File: src/rtl/dsp_mac_pipe.sv
`default_nettype none
// +--------------------------------------------------------------------------+
// | dsp_mac_pipe: parametrised pre-add / multiply / accumulate slice with a  |
// | valid-qualified pipeline. Optional saturation via DSP_MAC_SAT_EN.        |
// | Revision: 1.0                                                            |
// +--------------------------------------------------------------------------+
module dsp_mac_pipe #(
  parameter int A_WIDTH = 18,
  parameter int B_WIDTH = 18,
  parameter int P_WIDTH = 48,
  parameter int SIGNED  = 0,
  parameter int IN_REGS = 1,
  parameter int MREG    = 1
) (
  input  logic               clk,
  input  logic               rst,
  input  logic               ce,
  input  logic               in_valid,
  input  logic               in_first,
  input  logic [A_WIDTH-1:0] a,
  input  logic [B_WIDTH-1:0] b,
  input  logic [B_WIDTH-1:0] d,
  input  logic [P_WIDTH-1:0] c,
  input  logic [P_WIDTH-1:0] pcin,
  input  logic               carry_in,
  input  logic [4:0]         opmode,
  output logic [P_WIDTH-1:0] p,
  output logic [P_WIDTH-1:0] pcout,
  output logic [B_WIDTH-1:0] bcout,
  output logic               out_valid,
  output logic               ovf,
  output logic               sat
);

  localparam int   c_M_WIDTH  = A_WIDTH + B_WIDTH + 1;
  localparam int   c_IN_WIDTH = 8 + P_WIDTH + 2 * B_WIDTH + A_WIDTH;
  localparam int   c_MB_WIDTH = 6 + 2 * P_WIDTH;
  localparam logic c_SIGNED   = (SIGNED != 0);

  if (P_WIDTH < c_M_WIDTH) begin : g_bad_p_width
    $error("dsp_mac_pipe: P_WIDTH must be >= A_WIDTH+B_WIDTH+1");
  end
  if (IN_REGS < 0 || IN_REGS > 2) begin : g_bad_in_regs
    $error("dsp_mac_pipe: IN_REGS must be 0..2");
  end
  if (MREG < 0 || MREG > 1) begin : g_bad_mreg
    $error("dsp_mac_pipe: MREG must be 0 or 1");
  end

  // Input stage: every control travels with its operands so they stay aligned.
  logic [c_IN_WIDTH-1:0] w_in_bus;
  logic [c_IN_WIDTH-1:0] w_s1_bus;

  assign w_in_bus = {in_valid, in_first, carry_in, opmode, c, d, b, a};

  if (IN_REGS == 0) begin : g_in_none
    assign w_s1_bus = w_in_bus;
  end else begin : g_in_regs
    logic [c_IN_WIDTH-1:0] r_stage [IN_REGS];

    always_ff @(posedge clk or posedge rst) begin
      if (rst) begin
        for (int i = 0; i < IN_REGS; i++) r_stage[i] <= '0;
      end else if (ce) begin
        r_stage[0] <= w_in_bus;
        for (int i = 1; i < IN_REGS; i++) r_stage[i] <= r_stage[i-1];
      end
    end

    assign w_s1_bus = r_stage[IN_REGS-1];
  end

  logic               w_s1_valid;
  logic               w_s1_first;
  logic               w_s1_carry;
  logic [4:0]         w_s1_opmode;
  logic [P_WIDTH-1:0] w_s1_c;
  logic [B_WIDTH-1:0] w_s1_d;
  logic [B_WIDTH-1:0] w_s1_b;
  logic [A_WIDTH-1:0] w_s1_a;

  assign {w_s1_valid, w_s1_first, w_s1_carry, w_s1_opmode,
          w_s1_c, w_s1_d, w_s1_b, w_s1_a} = w_s1_bus;

  assign bcout = w_s1_b;

  // Pre-adder in B_WIDTH+1 bits; unsigned underflow wraps naturally.
  logic [B_WIDTH:0] w_b_ext;
  logic [B_WIDTH:0] w_d_ext;
  logic [B_WIDTH:0] w_bpre;

  assign w_b_ext = {c_SIGNED & w_s1_b[B_WIDTH-1], w_s1_b};
  assign w_d_ext = {c_SIGNED & w_s1_d[B_WIDTH-1], w_s1_d};

  always_comb begin
    w_bpre = w_b_ext;
    if (w_s1_opmode[0]) begin
      w_bpre = w_s1_opmode[1] ? (w_d_ext - w_b_ext) : (w_d_ext + w_b_ext);
    end
  end

  // Modular product of the extended operands equals the exact product here.
  logic [c_M_WIDTH-1:0] w_a_mx;
  logic [c_M_WIDTH-1:0] w_b_mx;
  logic [c_M_WIDTH-1:0] w_prod;
  logic [P_WIDTH-1:0]   w_m_ext;

  assign w_a_mx = {{(B_WIDTH + 1){c_SIGNED & w_s1_a[A_WIDTH-1]}}, w_s1_a};
  assign w_b_mx = {{A_WIDTH{c_SIGNED & w_bpre[B_WIDTH]}}, w_bpre};
  assign w_prod = w_a_mx * w_b_mx;

  if (P_WIDTH > c_M_WIDTH) begin : g_m_extend
    assign w_m_ext = {{(P_WIDTH - c_M_WIDTH){c_SIGNED & w_prod[c_M_WIDTH-1]}}, w_prod};
  end else begin : g_m_exact
    assign w_m_ext = w_prod[P_WIDTH-1:0];
  end

  // Multiplier stage carries only the post-adder controls (opmode[4:2]).
  logic [c_MB_WIDTH-1:0] w_m_bus_in;
  logic [c_MB_WIDTH-1:0] w_m_bus;

  assign w_m_bus_in = {w_s1_valid, w_s1_first, w_s1_carry, w_s1_opmode[4:2], w_s1_c, w_m_ext};

  if (MREG != 0) begin : g_mreg
    logic [c_MB_WIDTH-1:0] r_m_bus;

    always_ff @(posedge clk or posedge rst) begin
      if (rst) begin
        r_m_bus <= '0;
      end else if (ce) begin
        r_m_bus <= w_m_bus_in;
      end
    end

    assign w_m_bus = r_m_bus;
  end else begin : g_no_mreg
    assign w_m_bus = w_m_bus_in;
  end

  logic               w_p_valid;
  logic               w_p_first;
  logic               w_p_carry;
  logic [2:0]         w_p_op;
  logic [P_WIDTH-1:0] w_p_c;
  logic [P_WIDTH-1:0] w_p_m;

  assign {w_p_valid, w_p_first, w_p_carry, w_p_op, w_p_c, w_p_m} = w_m_bus;

  logic [P_WIDTH-1:0] r_p;
  logic               r_ovf;
  logic               r_sat;
  logic               r_out_valid;

  logic [P_WIDTH-1:0] w_z;

  always_comb begin
    w_z = '0;
    if (!w_p_first) begin
      case (w_p_op[1:0])
        2'b01:   w_z = r_p;
        2'b10:   w_z = w_p_c;
        2'b11:   w_z = pcin;
        default: w_z = '0;
      endcase
    end
  end

  // One extra bit holds the true result: carry/borrow when unsigned, sign when signed.
  logic [P_WIDTH:0] w_z_x;
  logic [P_WIDTH:0] w_m_x;
  logic [P_WIDTH:0] w_cin_x;
  logic [P_WIDTH:0] w_full;
  logic             w_ovf;

  assign w_z_x   = {c_SIGNED & w_z[P_WIDTH-1], w_z};
  assign w_m_x   = {c_SIGNED & w_p_m[P_WIDTH-1], w_p_m};
  assign w_cin_x = {{P_WIDTH{1'b0}}, w_p_carry};
  assign w_full  = w_p_op[2] ? (w_z_x - w_m_x - w_cin_x) : (w_z_x + w_m_x + w_cin_x);
  assign w_ovf   = c_SIGNED ? (w_full[P_WIDTH] ^ w_full[P_WIDTH-1]) : w_full[P_WIDTH];

  logic [P_WIDTH-1:0] w_p_next;
  logic               w_sat;

`ifdef DSP_MAC_SAT_EN
  always_comb begin
    w_p_next = w_full[P_WIDTH-1:0];
    w_sat    = 1'b0;
    if (w_ovf) begin
      w_sat = 1'b1;
      if (c_SIGNED) begin
        w_p_next = w_full[P_WIDTH] ? {1'b1, {(P_WIDTH - 1){1'b0}}}
                                   : {1'b0, {(P_WIDTH - 1){1'b1}}};
      end else begin
        w_p_next = w_p_op[2] ? '0 : '1;
      end
    end
  end
`else
  assign w_p_next = w_full[P_WIDTH-1:0];
  assign w_sat    = 1'b0;
`endif

  // Bubbles shift through out_valid but never touch p/ovf/sat.
  always_ff @(posedge clk or posedge rst) begin
    if (rst) begin
      r_p         <= '0;
      r_ovf       <= 1'b0;
      r_sat       <= 1'b0;
      r_out_valid <= 1'b0;
    end else if (ce) begin
      r_out_valid <= w_p_valid;
      if (w_p_valid) begin
        r_p   <= w_p_next;
        r_ovf <= w_ovf;
        r_sat <= w_sat;
      end
    end
  end

  assign p         = r_p;
  assign pcout     = r_p;
  assign out_valid = r_out_valid;
  assign ovf       = r_ovf;
  assign sat       = r_sat;

endmodule
`default_nettype wire

File: config.mk
export PLATFORM = sky130hd
export DESIGN_NAME = dsp_mac_pipe
export DESIGN_NICKNAME = d
export VERILOG_FILES = /design/src/rtl/dsp_mac_pipe.sv
export SDC_FILE = /design/constraint.sdc
export NUM_CORES = 2
export LEC_CHECK = 0
export CAP_MARGIN = 40
export CORE_MARGIN = 5
export CORE_UTILIZATION = 55
export CTS_CLUSTER_DIAMETER = 30
export DETAILED_ROUTE_END_ITERATION = 7
export PLACE_DENSITY = 0.77
export SETUP_SLACK_MARGIN = 0.3
export SYNTH_ARGS = -nofsm -noshare
export SYNTH_HDL_FRONTEND = slang
export SYNTH_SLANG_ARGS = --single-unit
File: constraint.sdc
create_clock -name clk -period 10.1 [get_ports clk]
set_input_delay 2.02 -clock clk [delete_from_list [all_inputs] [get_ports clk]]
set_output_delay 2.02 -clock clk [all_outputs]
set_load 0.1 [all_outputs]
==> Implementation_results.wiki <==
{| class="wikitable"
! Metric !! Value
|-
| GPL Wtd Cong || 0.958
|-
| Buffers inserted during post-CTS setup optimization || 0
|-
| Fraction of final layout cells with drive strength greater than 1 || 0.152
|-
| Post-route design area || 36,100 um2
|-
| Max-cap viol count || 0
|-
| Total Wirelength || 82,800 um
|-
| Tightest hold margin || 0.483 ns
|-
| Final Critical Period || 9.34 ns
|-
| Unrepaired setup endpoints after global routing || false
|-
| Master of the slowest instance on the critical path || sky130_fd_sc_hd__fa_1
|-
| First-pass GRT wire length || 133,000 um
|-
| Initial antenna violation count || 2
|-
| Cell count after synthesis || 3,244
|-
| Die W || 240 um
|-
| Initial drt markers || 1,647
|-
| Via count of the first global-routing pass || 25,000
|-
| FMAX || 107 MHz
|-
| Number of nets with antenna violations after routing || 0
|-
| Primary FF master, synth || sky130_fd_sc_hd__dfrtp_1
|-
| Initial cell density of the core || 0.556
|-
| Clock latency on the worst-skew pair || 0.62 ns
|-
| Die area || 57,800 um2
|-
| Clock tree from TritonCTS || yes
|-
| Number of top-level pins || 278
|-
| Post-route DRC violation count || 0
|-
| Post-synth cell types || 80
|-
| Req. time, crit path || 10.58 ns
|-
| Class of the worst hold path || register to register
|-
| Accumulated negative setup slack || 0 ns
|-
| DR vias || 24,000
|-
| Synth warn || 0
|-
| Routed wire per std cell || 19.5 um
|-
| Run status || completed
|-
| Number of standard-cell rows in the floorplan || 84
|-
| Hold-fix buffer count after cts || 0
|-
| Transition time at the pin with the least slew margin || 0.915 ns
|-
| Delay of the slowest critical-path stage || 0.56 ns
|-
| Pre-antenna DRT Iters || 6
|-
| Most common cell in the netlist || sky130_fd_sc_hd__inv_1
|-
| CTS clock-pin slew for the worst setup and hold paths || 0.05 ns
|-
| Fraction of synthesis flops using an asynchronous set or reset pin || 1.00
|-
| Net count after synthesis || 3,919
|-
| Buffer depth of the longest clock path || 3
|-
| Overflow left after global routing || 0
|-
| Setup crit start kind || register
|-
| Total of endpoints with negative setup slack in the final report || 0
|-
| Arrival time reported for the critical path endpoint || 9.82 ns
|-
| Standard cell core area || 52,600 um2
|-
| Maximum net fanout on the critical path || 18
|-
| Area after detailed placement || 34,000 um2
|-
| Clock Tree Root || sky130_fd_sc_hd__clkbuf_16
|-
| Register area share after synthesis || 0.215
|-
| Per-cell via count in the routed design || 5.64
|-
| Capturing element type of the critical path || register
|-
| Clock Skew || 0.0254 ns
|-
| Placed wire-length estimate || 62,700 um
|-
| Final number of max-transition violations || 0
|-
| Global Route Usage Sum || 0.286
|-
| Final hold violation count || 0
|-
| Dominant cell type by area after synthesis || sky130_fd_sc_hd__dfrtp_1
|-
| Growth of design area from synthesis to finish || 23.6%
|-
| Number of flops mapped to enable cells by yosys || 0
|-
| Overall die height || 240 um
|-
| Area of the mapped netlist || 29,200 um2
|-
| Clock H-tree levels || 2
|-
| Portion of the clock cycle consumed by the worst path in the final layout || 0.925
|-
| Top post-synthesis cells by count || 478 x sky130_fd_sc_hd__inv_1, 342 x sky130_fd_sc_hd__nand2_1, 277 x sky130_fd_sc_hd__fa_1
|-
| Number of port buffers || 276
|-
| Post-Synthesis Mean Instance Area || 9.01 um2
|-
| CTS buffer count || 58
|-
| Crit Path Class || register to register
|-
| Ranking of synthesized cells by area || sky130_fd_sc_hd__dfrtp_1 21%, sky130_fd_sc_hd__fa_1 19%, sky130_fd_sc_hd__ha_1 10%, sky130_fd_sc_hd__mux2_2 9.4%, sky130_fd_sc_hd__inv_1 6.1%
|-
| Sinks on the clock net || 251
|-
| Fraction of synthesized cell area taken by the top area cell type || 0.215
|-
| Final layout net count || 4,188
|-
| CP most frequent cell || sky130_fd_sc_hd__fa_1
|-
| Maximum number of pins on one net before global-route repair || 90
|-
| Synth Register Bits || 251
|-
| Tightest slew margin relative to the limit || 0.390
|}
## layout by cell type, fill, tap and decap left out, types with 13 or more instances in the layout
| cell | n |
|---|---|
| sky130_fd_sc_hd__and2_1 | 159 |
| sky130_fd_sc_hd__mux2_2 | 239 |
| sky130_fd_sc_hd__a22oi_1 | 16 |
| sky130_fd_sc_hd__nor3_1 | 33 |
| sky130_fd_sc_hd__o21ai_1 | 13 |
| sky130_fd_sc_hd__clkbuf_16 | 59 |
| sky130_fd_sc_hd__buf_16 | 15 |
| sky130_fd_sc_hd__nand3_1 | 27 |
| sky130_fd_sc_hd__nand2b_1 | 26 |
| sky130_fd_sc_hd__o21ai_0 | 104 |
| sky130_fd_sc_hd__nor2_1 | 148 |
| sky130_fd_sc_hd__o31ai_1 | 14 |
| sky130_fd_sc_hd__o21bai_1 | 17 |
| sky130_fd_sc_hd__a21o_1 | 78 |
| sky130_fd_sc_hd__xnor2_1 | 102 |
| sky130_fd_sc_hd__clkdlybuf4s50_1 | 275 |
| sky130_fd_sc_hd__o21a_1 | 15 |
| sky130_fd_sc_hd__nor2b_1 | 42 |
| sky130_fd_sc_hd__inv_1 | 477 |
| sky130_fd_sc_hd__a21oi_1 | 148 |
| sky130_fd_sc_hd__buf_4 | 28 |
| sky130_fd_sc_hd__nand2_1 | 341 |
| sky130_fd_sc_hd__and3_1 | 25 |
| sky130_fd_sc_hd__nand4_1 | 15 |
| sky130_fd_sc_hd__dfrtp_1 | 246 |
| sky130_fd_sc_hd__fa_1 | 277 |
| sky130_fd_sc_hd__xor2_1 | 23 |
| sky130_fd_sc_hd__a31oi_1 | 18 |
| sky130_fd_sc_hd__a211oi_1 | 19 |
| sky130_fd_sc_hd__buf_8 | 102 |
| sky130_fd_sc_hd__ha_1 | 237 |
## flip-flops by register name (all words and copies together) (netlist names)
signal	cells
g_in_regs.r_stage	110
g_mreg.r_m_bus	91
out_valid	1
ovf	1
p	48
## area by class of cell
cell class	instances	area, um2
well taps	688	861
inverters	479	1810
clock buffers	72	1600
clock inverters	36	427
fillers	4003	16400
multi-input cells	2300	20200
flip-flops and latches	251	6290
repair buffers	423	4940
diodes	1	2.50
## stage by stage
stage          setup slack, ns  std cells   util
5_1_grt                  0.256       4250  0.687
3_5_place_dp             0.464       4141  0.647
2_1_floorplan             1.02       3244      -
4_1_cts                  0.398       4249  0.685
6_report                 0.762       4250  0.687
3_3_place_gp             0.619       4022  0.610
## timing repair
| action | in CTS | in global routing |
|---|---|---|
| hold endpoints to repair | 0 | 0 |
| gates resized for setup | 0 | 18 |
| endpoints found under the setup margin | 0 | 9 |
## layer usage
metal	global-route usage	up-vias	part of all wire
li1	-	11100	-
met1	0.381	11800	0.42
met2	0.476	929	0.48
met3	0.0537	169	0.076
met4	0.0920	2	0.030
met5	0	-	0.00017
## worst max-delay path: cells and delay by family (launching register included)
kind	cells	cell delay, ns
multiplexers	2	0.64
AND/OR/NAND/NOR	6	1.48
buffers and inverters	4	0.23
AO/OA/AOI/OAI	11	2.27
adder cells (fa/ha/maj)	8	3.76
XOR/XNOR	3	0.38
flip-flops	1	0.45
## final timing paths
path / end / startpoint / depth (start not counted) / slack [ns]
setup / recovery: g_mreg.r_m_bus[34] / g_in_regs.r_stage[20] / 34 / 0.76
hold / removal: g_mreg.r_m_bus[95] / g_in_regs.r_stage[101] / 1 / 0.48
setup reg to reg: g_mreg.r_m_bus[34] / g_in_regs.r_stage[20] / 34 / 0.76
hold reg to reg: g_mreg.r_m_bus[95] / g_in_regs.r_stage[101] / 1 / 0.48
max in group asynchronous: g_in_regs.r_stage[20] / rst / 3 / 7.06
min in group asynchronous: g_in_regs.r_stage[61] / rst / 2 / 1.86
## logic make-up (layout without fill, tap and decap cells)
group	after synthesis	in the layout	share of synthesized area
compound gates	528	528	0.116
buf+inv	693	1010	0.0977
fa+ha+maj	514	514	0.291
simple gates	876	876	0.145
other cells	1	2	0.000128
flops	251	251	0.215
mux	256	256	0.0981
xor+xnor	125	125	0.0375
Power is left out: the tool's default activity adds up to more than one toggle a clock period on the data nets, which glitch-free logic cannot reach.
